===== config.mk =====
export PLATFORM = sky130hd
export DESIGN_NAME = alu_cmp_arbiter_flat
export DESIGN_NICKNAME = d
export VERILOG_FILES = /design/src/rtl/alu_cmp_pkg.sv /design/src/rtl/alu_cmp_if.sv /design/src/rtl/cmp_sub32.sv /design/src/rtl/alu_cmp_arbiter.sv /design/src/flat_wrapper.sv
export SDC_FILE = /design/constraint.sdc
export NUM_CORES = 1
export LEC_CHECK = 0
export CORE_UTILIZATION = 30
export CTS_CLUSTER_DIAMETER = 60
export DETAILED_ROUTE_END_ITERATION = 8
export HOLD_SLACK_MARGIN = 0.1
export SLEW_MARGIN = 10
export SYNTH_ARGS = -nofsm -noshare
export SYNTH_HDL_FRONTEND = slang
export SYNTH_HIERARCHICAL = 1
export SYNTH_SLANG_ARGS = --single-unit

===== constraint.sdc =====
create_clock -name clk -period 3.37 [get_ports clk]
set_input_delay 0.674 -clock clk [delete_from_list [all_inputs] [get_ports clk]]
set_output_delay 0.674 -clock clk [all_outputs]
set_load 0.05 [all_outputs]

===== src/rtl/alu_cmp_pkg.sv =====
// Shared types for the dual-slot subtract/compare unit.
// Holds op encodings, widths and the S1 payload bundle.
package alu_cmp_pkg;

    localparam int TAG_W  = 4;
    localparam int DATA_W = 32;

    typedef enum logic [1:0] {
        OP_SUB  = 2'b00,
        OP_SLT  = 2'b01,
        OP_SLTU = 2'b10,
        OP_RSVD = 2'b11
    } op_e;

    typedef struct packed {
        op_e               op;
        logic [DATA_W-1:0] a;
        logic [DATA_W-1:0] b;
        logic [TAG_W-1:0]  tag;
        logic              id;
    } s1_t;

endpackage


===== src/rtl/alu_cmp_if.sv =====
// Two request channels and one response channel.
// master = issue slots + writeback side, slave = arbiter.
interface alu_cmp_if;
    import alu_cmp_pkg::*;

    logic              req0_valid;
    logic              req0_ready;
    logic [1:0]        req0_op;
    logic [DATA_W-1:0] req0_a;
    logic [DATA_W-1:0] req0_b;
    logic [TAG_W-1:0]  req0_tag;

    logic              req1_valid;
    logic              req1_ready;
    logic [1:0]        req1_op;
    logic [DATA_W-1:0] req1_a;
    logic [DATA_W-1:0] req1_b;
    logic [TAG_W-1:0]  req1_tag;

    logic              rsp_valid;
    logic              rsp_ready;
    logic              rsp_id;
    logic [TAG_W-1:0]  rsp_tag;
    logic [DATA_W-1:0] rsp_result;
    logic              rsp_ovf;

    modport master (
        output req0_valid, req0_op, req0_a, req0_b, req0_tag,
        input  req0_ready,
        output req1_valid, req1_op, req1_a, req1_b, req1_tag,
        input  req1_ready,
        input  rsp_valid, rsp_id, rsp_tag, rsp_result, rsp_ovf,
        output rsp_ready
    );

    modport slave (
        input  req0_valid, req0_op, req0_a, req0_b, req0_tag,
        output req0_ready,
        input  req1_valid, req1_op, req1_a, req1_b, req1_tag,
        output req1_ready,
        output rsp_valid, rsp_id, rsp_tag, rsp_result, rsp_ovf,
        input  rsp_ready
    );

endinterface


===== src/rtl/cmp_sub32.sv =====
// Combinational 32-bit subtractor with signed/unsigned compare flags.
module cmp_sub32 (
    input  logic [31:0] a_i,
    input  logic [31:0] b_i,
    output logic [31:0] diff_o,
    output logic        ovf_o,
    output logic        lt_s_o,
    output logic        lt_u_o
);

    logic [32:0] sum;

    always_comb begin
        sum    = {1'b0, a_i} + {1'b0, ~b_i} + 33'd1;
        diff_o = sum[31:0];
        ovf_o  = (a_i[31] != b_i[31]) & (diff_o[31] != a_i[31]);
        lt_s_o = diff_o[31] ^ ovf_o;
        // unsigned borrow is the inverted carry-out
        lt_u_o = ~sum[32];
    end

endmodule


===== src/rtl/alu_cmp_arbiter.sv =====
// Round-robin share of one subtract/compare path between two slots.
// S1 holds the accepted request, S2 is the response register.
module alu_cmp_arbiter
    import alu_cmp_pkg::*;
(
    input  logic     clk,
    input  logic     rst_n,
    alu_cmp_if.slave bus
);

    logic s1_valid_q, s1_valid_d;
    s1_t  s1_q, s1_d;
    logic s2_valid_q, s2_valid_d;
    logic rr_q, rr_d;

    logic              id_q, id_d;
    logic [TAG_W-1:0]  tag_q, tag_d;
    logic [DATA_W-1:0] res_q, res_d;
    logic              ovf_q, ovf_d;

    logic s1_en, s2_en;
    logic gnt0, gnt1;
    logic rdy0, rdy1, hs;

    logic [DATA_W-1:0] diff;
    logic              ovf, lt_s, lt_u;

    cmp_sub32 u_sub (
        .a_i    (s1_q.a),
        .b_i    (s1_q.b),
        .diff_o (diff),
        .ovf_o  (ovf),
        .lt_s_o (lt_s),
        .lt_u_o (lt_u)
    );

    always_comb begin
        s2_en = !s2_valid_q | bus.rsp_ready;
        s1_en = !s1_valid_q | s2_en;
        gnt1  = bus.req1_valid & (!bus.req0_valid | rr_q);
        gnt0  = bus.req0_valid & !gnt1;
        rdy0  = rst_n & s1_en & gnt0;
        rdy1  = rst_n & s1_en & gnt1;
        hs    = rdy0 | rdy1;
    end

    always_comb begin
        s1_valid_d = s1_en ? hs : s1_valid_q;
        rr_d       = hs ? !gnt1 : rr_q;
        s1_d       = s1_q;
        if (rdy1) begin
            s1_d.op  = op_e'(bus.req1_op);
            s1_d.a   = bus.req1_a;
            s1_d.b   = bus.req1_b;
            s1_d.tag = bus.req1_tag;
            s1_d.id  = 1'b1;
        end else if (rdy0) begin
            s1_d.op  = op_e'(bus.req0_op);
            s1_d.a   = bus.req0_a;
            s1_d.b   = bus.req0_b;
            s1_d.tag = bus.req0_tag;
            s1_d.id  = 1'b0;
        end
    end

    always_comb begin
        s2_valid_d = s2_en ? s1_valid_q : s2_valid_q;
        id_d       = id_q;
        tag_d      = tag_q;
        res_d      = res_q;
        ovf_d      = ovf_q;
        if (s2_en && s1_valid_q) begin
            id_d  = s1_q.id;
            tag_d = s1_q.tag;
            res_d = '0;
            ovf_d = 1'b0;
            unique case (s1_q.op)
                OP_SUB: begin
                    res_d = diff;
                    ovf_d = ovf;
                end
                OP_SLT:  res_d = {{(DATA_W-1){1'b0}}, lt_s};
                OP_SLTU: res_d = {{(DATA_W-1){1'b0}}, lt_u};
                OP_RSVD: res_d = '0;
            endcase
        end
    end

    always_ff @(posedge clk) begin
        if (!rst_n) begin
            s1_valid_q <= 1'b0;
            s1_q       <= '0;
            s2_valid_q <= 1'b0;
            rr_q       <= 1'b0;
            id_q       <= 1'b0;
            tag_q      <= '0;
            res_q      <= '0;
            ovf_q      <= 1'b0;
        end else begin
            s1_valid_q <= s1_valid_d;
            s1_q       <= s1_d;
            s2_valid_q <= s2_valid_d;
            rr_q       <= rr_d;
            id_q       <= id_d;
            tag_q      <= tag_d;
            res_q      <= res_d;
            ovf_q      <= ovf_d;
        end
    end

    assign bus.req0_ready = rdy0;
    assign bus.req1_ready = rdy1;
    assign bus.rsp_valid  = s2_valid_q;
    assign bus.rsp_id     = id_q;
    assign bus.rsp_tag    = tag_q;
    assign bus.rsp_result = res_q;
    assign bus.rsp_ovf    = ovf_q;

endmodule


===== src/flat_wrapper.sv =====
// flat-port wrapper written by rule: the top's interface ports become plain ports
module alu_cmp_arbiter_flat import alu_cmp_pkg::*;
  (clk, rst_n, bus_req0_valid, bus_req0_op, bus_req0_a, bus_req0_b, bus_req0_tag, bus_req0_ready, bus_req1_valid, bus_req1_op, bus_req1_a, bus_req1_b, bus_req1_tag, bus_req1_ready, bus_rsp_valid, bus_rsp_id, bus_rsp_tag, bus_rsp_result, bus_rsp_ovf, bus_rsp_ready);
  alu_cmp_if bus_i ();
  input  logic clk;
  input  logic rst_n;
  input wire logic [$bits(bus_i.req0_valid)-1:0] bus_req0_valid;
  input wire logic [$bits(bus_i.req0_op)-1:0] bus_req0_op;
  input wire logic [$bits(bus_i.req0_a)-1:0] bus_req0_a;
  input wire logic [$bits(bus_i.req0_b)-1:0] bus_req0_b;
  input wire logic [$bits(bus_i.req0_tag)-1:0] bus_req0_tag;
  output wire logic [$bits(bus_i.req0_ready)-1:0] bus_req0_ready;
  input wire logic [$bits(bus_i.req1_valid)-1:0] bus_req1_valid;
  input wire logic [$bits(bus_i.req1_op)-1:0] bus_req1_op;
  input wire logic [$bits(bus_i.req1_a)-1:0] bus_req1_a;
  input wire logic [$bits(bus_i.req1_b)-1:0] bus_req1_b;
  input wire logic [$bits(bus_i.req1_tag)-1:0] bus_req1_tag;
  output wire logic [$bits(bus_i.req1_ready)-1:0] bus_req1_ready;
  output wire logic [$bits(bus_i.rsp_valid)-1:0] bus_rsp_valid;
  output wire logic [$bits(bus_i.rsp_id)-1:0] bus_rsp_id;
  output wire logic [$bits(bus_i.rsp_tag)-1:0] bus_rsp_tag;
  output wire logic [$bits(bus_i.rsp_result)-1:0] bus_rsp_result;
  output wire logic [$bits(bus_i.rsp_ovf)-1:0] bus_rsp_ovf;
  input wire logic [$bits(bus_i.rsp_ready)-1:0] bus_rsp_ready;
  assign bus_i.req0_valid = bus_req0_valid;
  assign bus_i.req0_op = bus_req0_op;
  assign bus_i.req0_a = bus_req0_a;
  assign bus_i.req0_b = bus_req0_b;
  assign bus_i.req0_tag = bus_req0_tag;
  assign bus_req0_ready = bus_i.req0_ready;
  assign bus_i.req1_valid = bus_req1_valid;
  assign bus_i.req1_op = bus_req1_op;
  assign bus_i.req1_a = bus_req1_a;
  assign bus_i.req1_b = bus_req1_b;
  assign bus_i.req1_tag = bus_req1_tag;
  assign bus_req1_ready = bus_i.req1_ready;
  assign bus_rsp_valid = bus_i.rsp_valid;
  assign bus_rsp_id = bus_i.rsp_id;
  assign bus_rsp_tag = bus_i.rsp_tag;
  assign bus_rsp_result = bus_i.rsp_result;
  assign bus_rsp_ovf = bus_i.rsp_ovf;
  assign bus_i.rsp_ready = bus_rsp_ready;
  alu_cmp_arbiter u_core (.clk(clk), .rst_n(rst_n), .bus(bus_i));
endmodule

Word level (Yosys, flattened, before mapping). Index checks and enable logic that the tools add are counted.

Output and inout port bits: 41. Word-level logic and storage cells: 43. Input port bits: 145. Bits in registers: 112.

Equality and inequality tests: 5. Bitwise gates (word level): 13. Mux-type cells: 4. $add $sub $neg: 2. Reduce and logical (&&, ||, !) cells: 7.

Operators with widths (number): 71-bit two-way mux (2); 32-bit case mux with 4 select lines (1); 32-bit by 32-bit adder with 33-bit output (1); 33-bit by 1-bit adder with 33-bit output (second input constant) (1); 32-bit NOT (1); 1-bit AND (6); 2-bit == test (second input constant) (2); 1-bit zero test (4); 1-bit OR (4); 2-bit by 1-bit == test with 1-bit output (second input constant) (1); 2-bit zero test (1); 1-bit != test (2); 2-bit nonzero test (1); 1-bit logical AND (1); 1-bit two-way mux (1); 1-bit NOT (1); 1-bit bitwise XOR (1).

Depth between registers and ports, before layout.
Depth after elaboration: 8. Gate-level depth with buffers: 15. Mapped depth without buffers: 14.

By module. Netlist, hierarchy kept.

Modules (own cells, without submodules): alu_cmp_arbiter (times used 1, sequential area each 2242.2 um^2, cells each 529, area an instance 4799.6 um^2); cmp_sub32 (times used 1, sequential area each 0.0 um^2, cells each 291, area an instance 1995.7 um^2).

Least setup slack after synthesis. OpenSTA, ideal clock, no wires.

Path kind: reg2reg. Start point: register u_core/s1_q[6] (netlist name). End point: register u_core.ovf_q (netlist: u_core/bus.rsp_ovf). Path slack: 0.422 ns. Data arrival time: 2.878 ns. Buffers on the path: 0. Required time: 3.300 ns. Clock period less this slack: 2.948 ns. Cell stages (with the launch flop): 15. Cell sequence: dfxtp_1 -> inv_1 -> ha_1 -> nor2b_1 -> o2111ai_1 -> a31o_2 -> o21ai_4 -> a41oi_4 -> o21ai_2 -> a221oi_2 -> fa_1 -> xor2_1 -> nor2_1 -> nand4_1 -> a21oi_1.

Longest elaborated chain between the ends: 6.

Ends and longest elaborated chain: from (decl) (RTL line alu_cmp_arbiter.sv:12) `s1_t s1_q, s1_d;`; from (signal assigned) (RTL line alu_cmp_arbiter.sv:92) `s1_q <= '0;`; from (signal assigned) (RTL line alu_cmp_arbiter.sv:101) `s1_q <= s1_d;`; 32-bit NOT (RTL line cmp_sub32.sv:14) `sum = {1'b0, a_i} + {1'b0, ~b_i} + 33'd1;`; 32-bit by 32-bit adder with 33-bit output (RTL line cmp_sub32.sv:14); 33-bit by 1-bit adder with 33-bit output (RTL line cmp_sub32.sv:14); 1-bit != test (RTL line cmp_sub32.sv:16) `ovf_o = (a_i[31] != b_i[31]) & (diff_o[31] != a_i[31]);`; 1-bit AND (RTL line cmp_sub32.sv:16); named net u_core.ovf (RTL line alu_cmp_arbiter.sv:26) `logic ovf, lt_s, lt_u;`; 1-bit two-way mux (RTL line alu_cmp_arbiter.sv:77) `unique case (s1_q.op)`; to (signal assigned) (RTL line alu_cmp_arbiter.sv:107) `ovf_q <= ovf_d;`; to (decl) (RTL line alu_cmp_arbiter.sv:19) `logic ovf_q, ovf_d;`.

The timed path passes the listed nets, and every way through them passes these cells. A chain may end at the register's enable or synchronous reset.

Worst setup path in the final report.
Start point: register u_core/s1_q[21] (netlist name). End point: register u_core.ovf_q (netlist: u_core/bus.rsp_ovf).

The elaborated chain is that of the path after synthesis.

==> flow_summary.toml <==
[placement]
place_inst = 1226
dpl.hpwl_mm = 15.4
gp_congestion = 0.889
port_buffers = 185

[finish]
layout_commonest_cell = "clkdlybuf4s50_1"
multi_input_area_um2 = 3970
fin_nets = 1138
fin_util_pct = 41.1
n_antenna_cell = 0
fin_cells = 1244
layout_common_cells = "clkdlybuf4s50_1 (182), dfxtp_1 (112), nand2_1 (91), o32ai_1 (70), a22oi_1 (70)"
fillerInstances = 2247
drive_above_1_share_pct = 6.02
area.growth.synth_to_final_pct = 33.3
regArea_um2 = 2240

[logic_synthesis]
synthFlopType = "dfxtp_1"
synth-seq-cells = 112
synth_simple_gate_area_share_pct = 13.2
synth_top_family_by_area = "compound AO/OA/AOI/OAI gates"
synthArstFlopShare_pct = 0
synth_xor_area_share_pct = 3.22
synth.avg_cell_area_um2 = 8.29
synth_fa_ha_area_share_pct = 6.48
synth-compound-area-share_pct = 34.8
yosysSeqAreaShare_pct = 33.0
syn_nets = 999
syn_inst = 820
syn_area_um2 = 6800
synth_warnings = 6
ys_types = 58
synthMuxAreaShare_pct = 0.442
synth_edf_count = 0

[clock_network]
clk_latency_ns = 0.35
cts_root_buffer = "clkbuf_16"
numCtsBuffers = 9
clkSlewWorstSetupHoldPaths_ns = 0.07
h-tree-depth = 3
cts.sinks = 112
cts.path.max_buffers = 2
cts_tree = "built"

[power]
peakVddDrop_mv = 0.189
pwr-share-seq_pct = 34.1
power_leakage_nw = 3.47
clockPowerShare_pct = 24.9
power_w = 0.00458
power_switching_w = 0.00163
combPwrFrac_pct = 41.0
p_sw_share_pct = 35.7
pwr_density_cell_nw_per_um2 = 505
cell_internal_pwr_w = 0.00294

[sta]
period_share_pct = 92.9
worst-slew-pin-transition_ns = 1.14
relSlewSlack_pct = 24.2
finalClockSkew_ns = 0.00601
hold_viol = 0
fmax_ghz = 0.319
finalSetupViolCount = 0
min_period_ns = 3.13
drv_slew = 0

[die]
die_w_um = 153
num_rows = 54
dieArea_um2 = 23300
die_h_um = 153
ios = 186
initial_core_util_pct = 30.9
core_um2 = 22000

[routing]
vias_per_cell = 5.38
route.vias.total = 6687
drtPass1Iterations = 9
wl_mm = 21.0
wire_per_inst_um = 16.9
drc = 11
ant_nets = 0
first_iter_violations = 502

[critical_path]
worstPathCellList = "inv_1 -> ha_1 -> a21o_1 -> a21o_1 -> a21oi_2 -> o22ai_1 -> a221oi_2 -> o21ai_2 -> a221oi_2 -> fa_1 -> xor2_1 -> nor2_1 -> nand4_1 -> a21oi_1"
r2r-start = "u_core/s1_q[21]$_SDFFE_PN0P_"
endpoint_kind = "flop"
required_ns = 3.66
worstPathMaxFanout = 2
start_kind = "flop"
crit_arrival_ns = 3.42
slowest_delay_ns = 0.49
crit_buf_inv = 1
slowest_stage = "fa_1"
crit_type = "reg2reg"
critPathTopFamily = "compound AO/OA/AOI/OAI gates"
cp-startpoint = "u_core/s1_q[21]$_SDFFE_PN0P_"

[worst_hold_path]
min-delay-start = "u_core/s1_q[21]$_SDFFE_PN0P_"
min_path_type = "reg2reg"

[global_route]
grt_start_max_net_pins = 75
grt_pass1_vias = 6308
grt_usage_pct = 17.9
grt_pass1_wl_mm = 33.7
antenna_found_initial = 0
overflow = 0

[status]
violations = "DRC"
status = "complete, but fails checks"

[job]
cap_violations = 0
path summary, 6_finish.rpt:
kind	endpoint	slack [ns]	cells past startpoint
worst max-delay path	u_core/bus.rsp_ovf$_SDFFE_PN0P_	0.24	14
worst min-delay path	u_core/s1_q[21]$_SDFFE_PN0P_	0.46	2
worst max register to register	u_core/bus.rsp_ovf$_SDFFE_PN0P_	0.24	14
worst min register to register	u_core/s1_q[21]$_SDFFE_PN0P_	0.46	2
cells in the mapped netlist, drive strengths merged (4+ instances only):
cell type  number  area, um2
a22oi          70        526
xor2           14        123
nor2           24       90.1
a211oi          6       50.1
a221oi          4       53.8
o21a            6       45.0
a21o           16        120
o21bai          7       52.6
buf            40        293
nor3            7       35.0
o31ai           5       47.5
ha             32        400
nand3          15       75.1
a21oi          66        334
nor2b           6       37.5
dfxtp         112       2240
inv            47        176
nand2          91        342
xnor2          11       96.3
o21ai          58        305
a31oi           4       25.0
nand2b          5       31.3
o32ai          70        613
nand4          35        219
clkbuf         35        136
metal layers:
layer,GRT usage (%),part of all wire (%),up-vias
li1,-,-,3378
met1,27.5,51,3108
met2,25.4,42,185
met3,2.42,5.7,16
met4,5.58,1.3,0
met5,0,0,-
layout make-up:
type	count	area share, %
clock buffer	13	2.76
clock inverter	3	0.718
inverter	47	1.95
multi-input combinational	586	43.9
sequential	112	24.7
tap	280	3.87
timing repair buffer	203	22.1
what timing repair did:
item	in CTS	in global routing
hold buffers	0	0
buffers inserted	0	2
setup endpoints to repair	0	1
resized for setup	0	3
power groups by stage:
stage,Clock (W),Combinational [W],Sequential [W]
after floorplan,0,0.00114,0.00172
after global placement,0,0.00183,0.00159
after detailed placement,0,0.00183,0.00159
after CTS,0.00117,0.00184,0.00156
after global routing,0.00122,0.00206,0.00158
final,0.00114,0.00187,0.00156
tightest hold or removal path: stages (launching register included):
cell and delay (ns):
dfxtp_1 0.31, nand2_1 0.05, a22oi_1 0.05
registers in the layout (all words and copies together), names as in the netlist:
register and cells:
u_core/s1_valid_q 1, u_core/rr_q 1, u_core/bus.rsp_tag 4, u_core/bus.rsp_valid 1, u_core/s1_q 71, u_core/bus.rsp_id 1
u_core/bus.rsp_result 32, u_core/bus.rsp_ovf 1
logic make-up (layout without fill, tap and decap cells):
kind of cell	after synthesis	in the layout
AOI/OAI and AO/OA	332	332
and+or+nand+nor	192	192
buffers and inverters	122	266
DFF	112	112
adders and majority gates	34	34
xor gates and xnor gates	25	25
muxes	3	3
per-stage QoR:
step	area (um2)	hold slack (ns)	TNS [ns]	setup slack (ns)
finish	9060	0.459	0	0.239
global route	9060	0.476	-0.0240	-0.0240
CTS	9030	0.461	0	0.121
detailed placement	8720	0.451	0	0.148
global placement	8720	0.445	0	0.231
floorplan	6800	0.437	0	0.422
No activity file was read; power rests on OpenSTA's default activity.
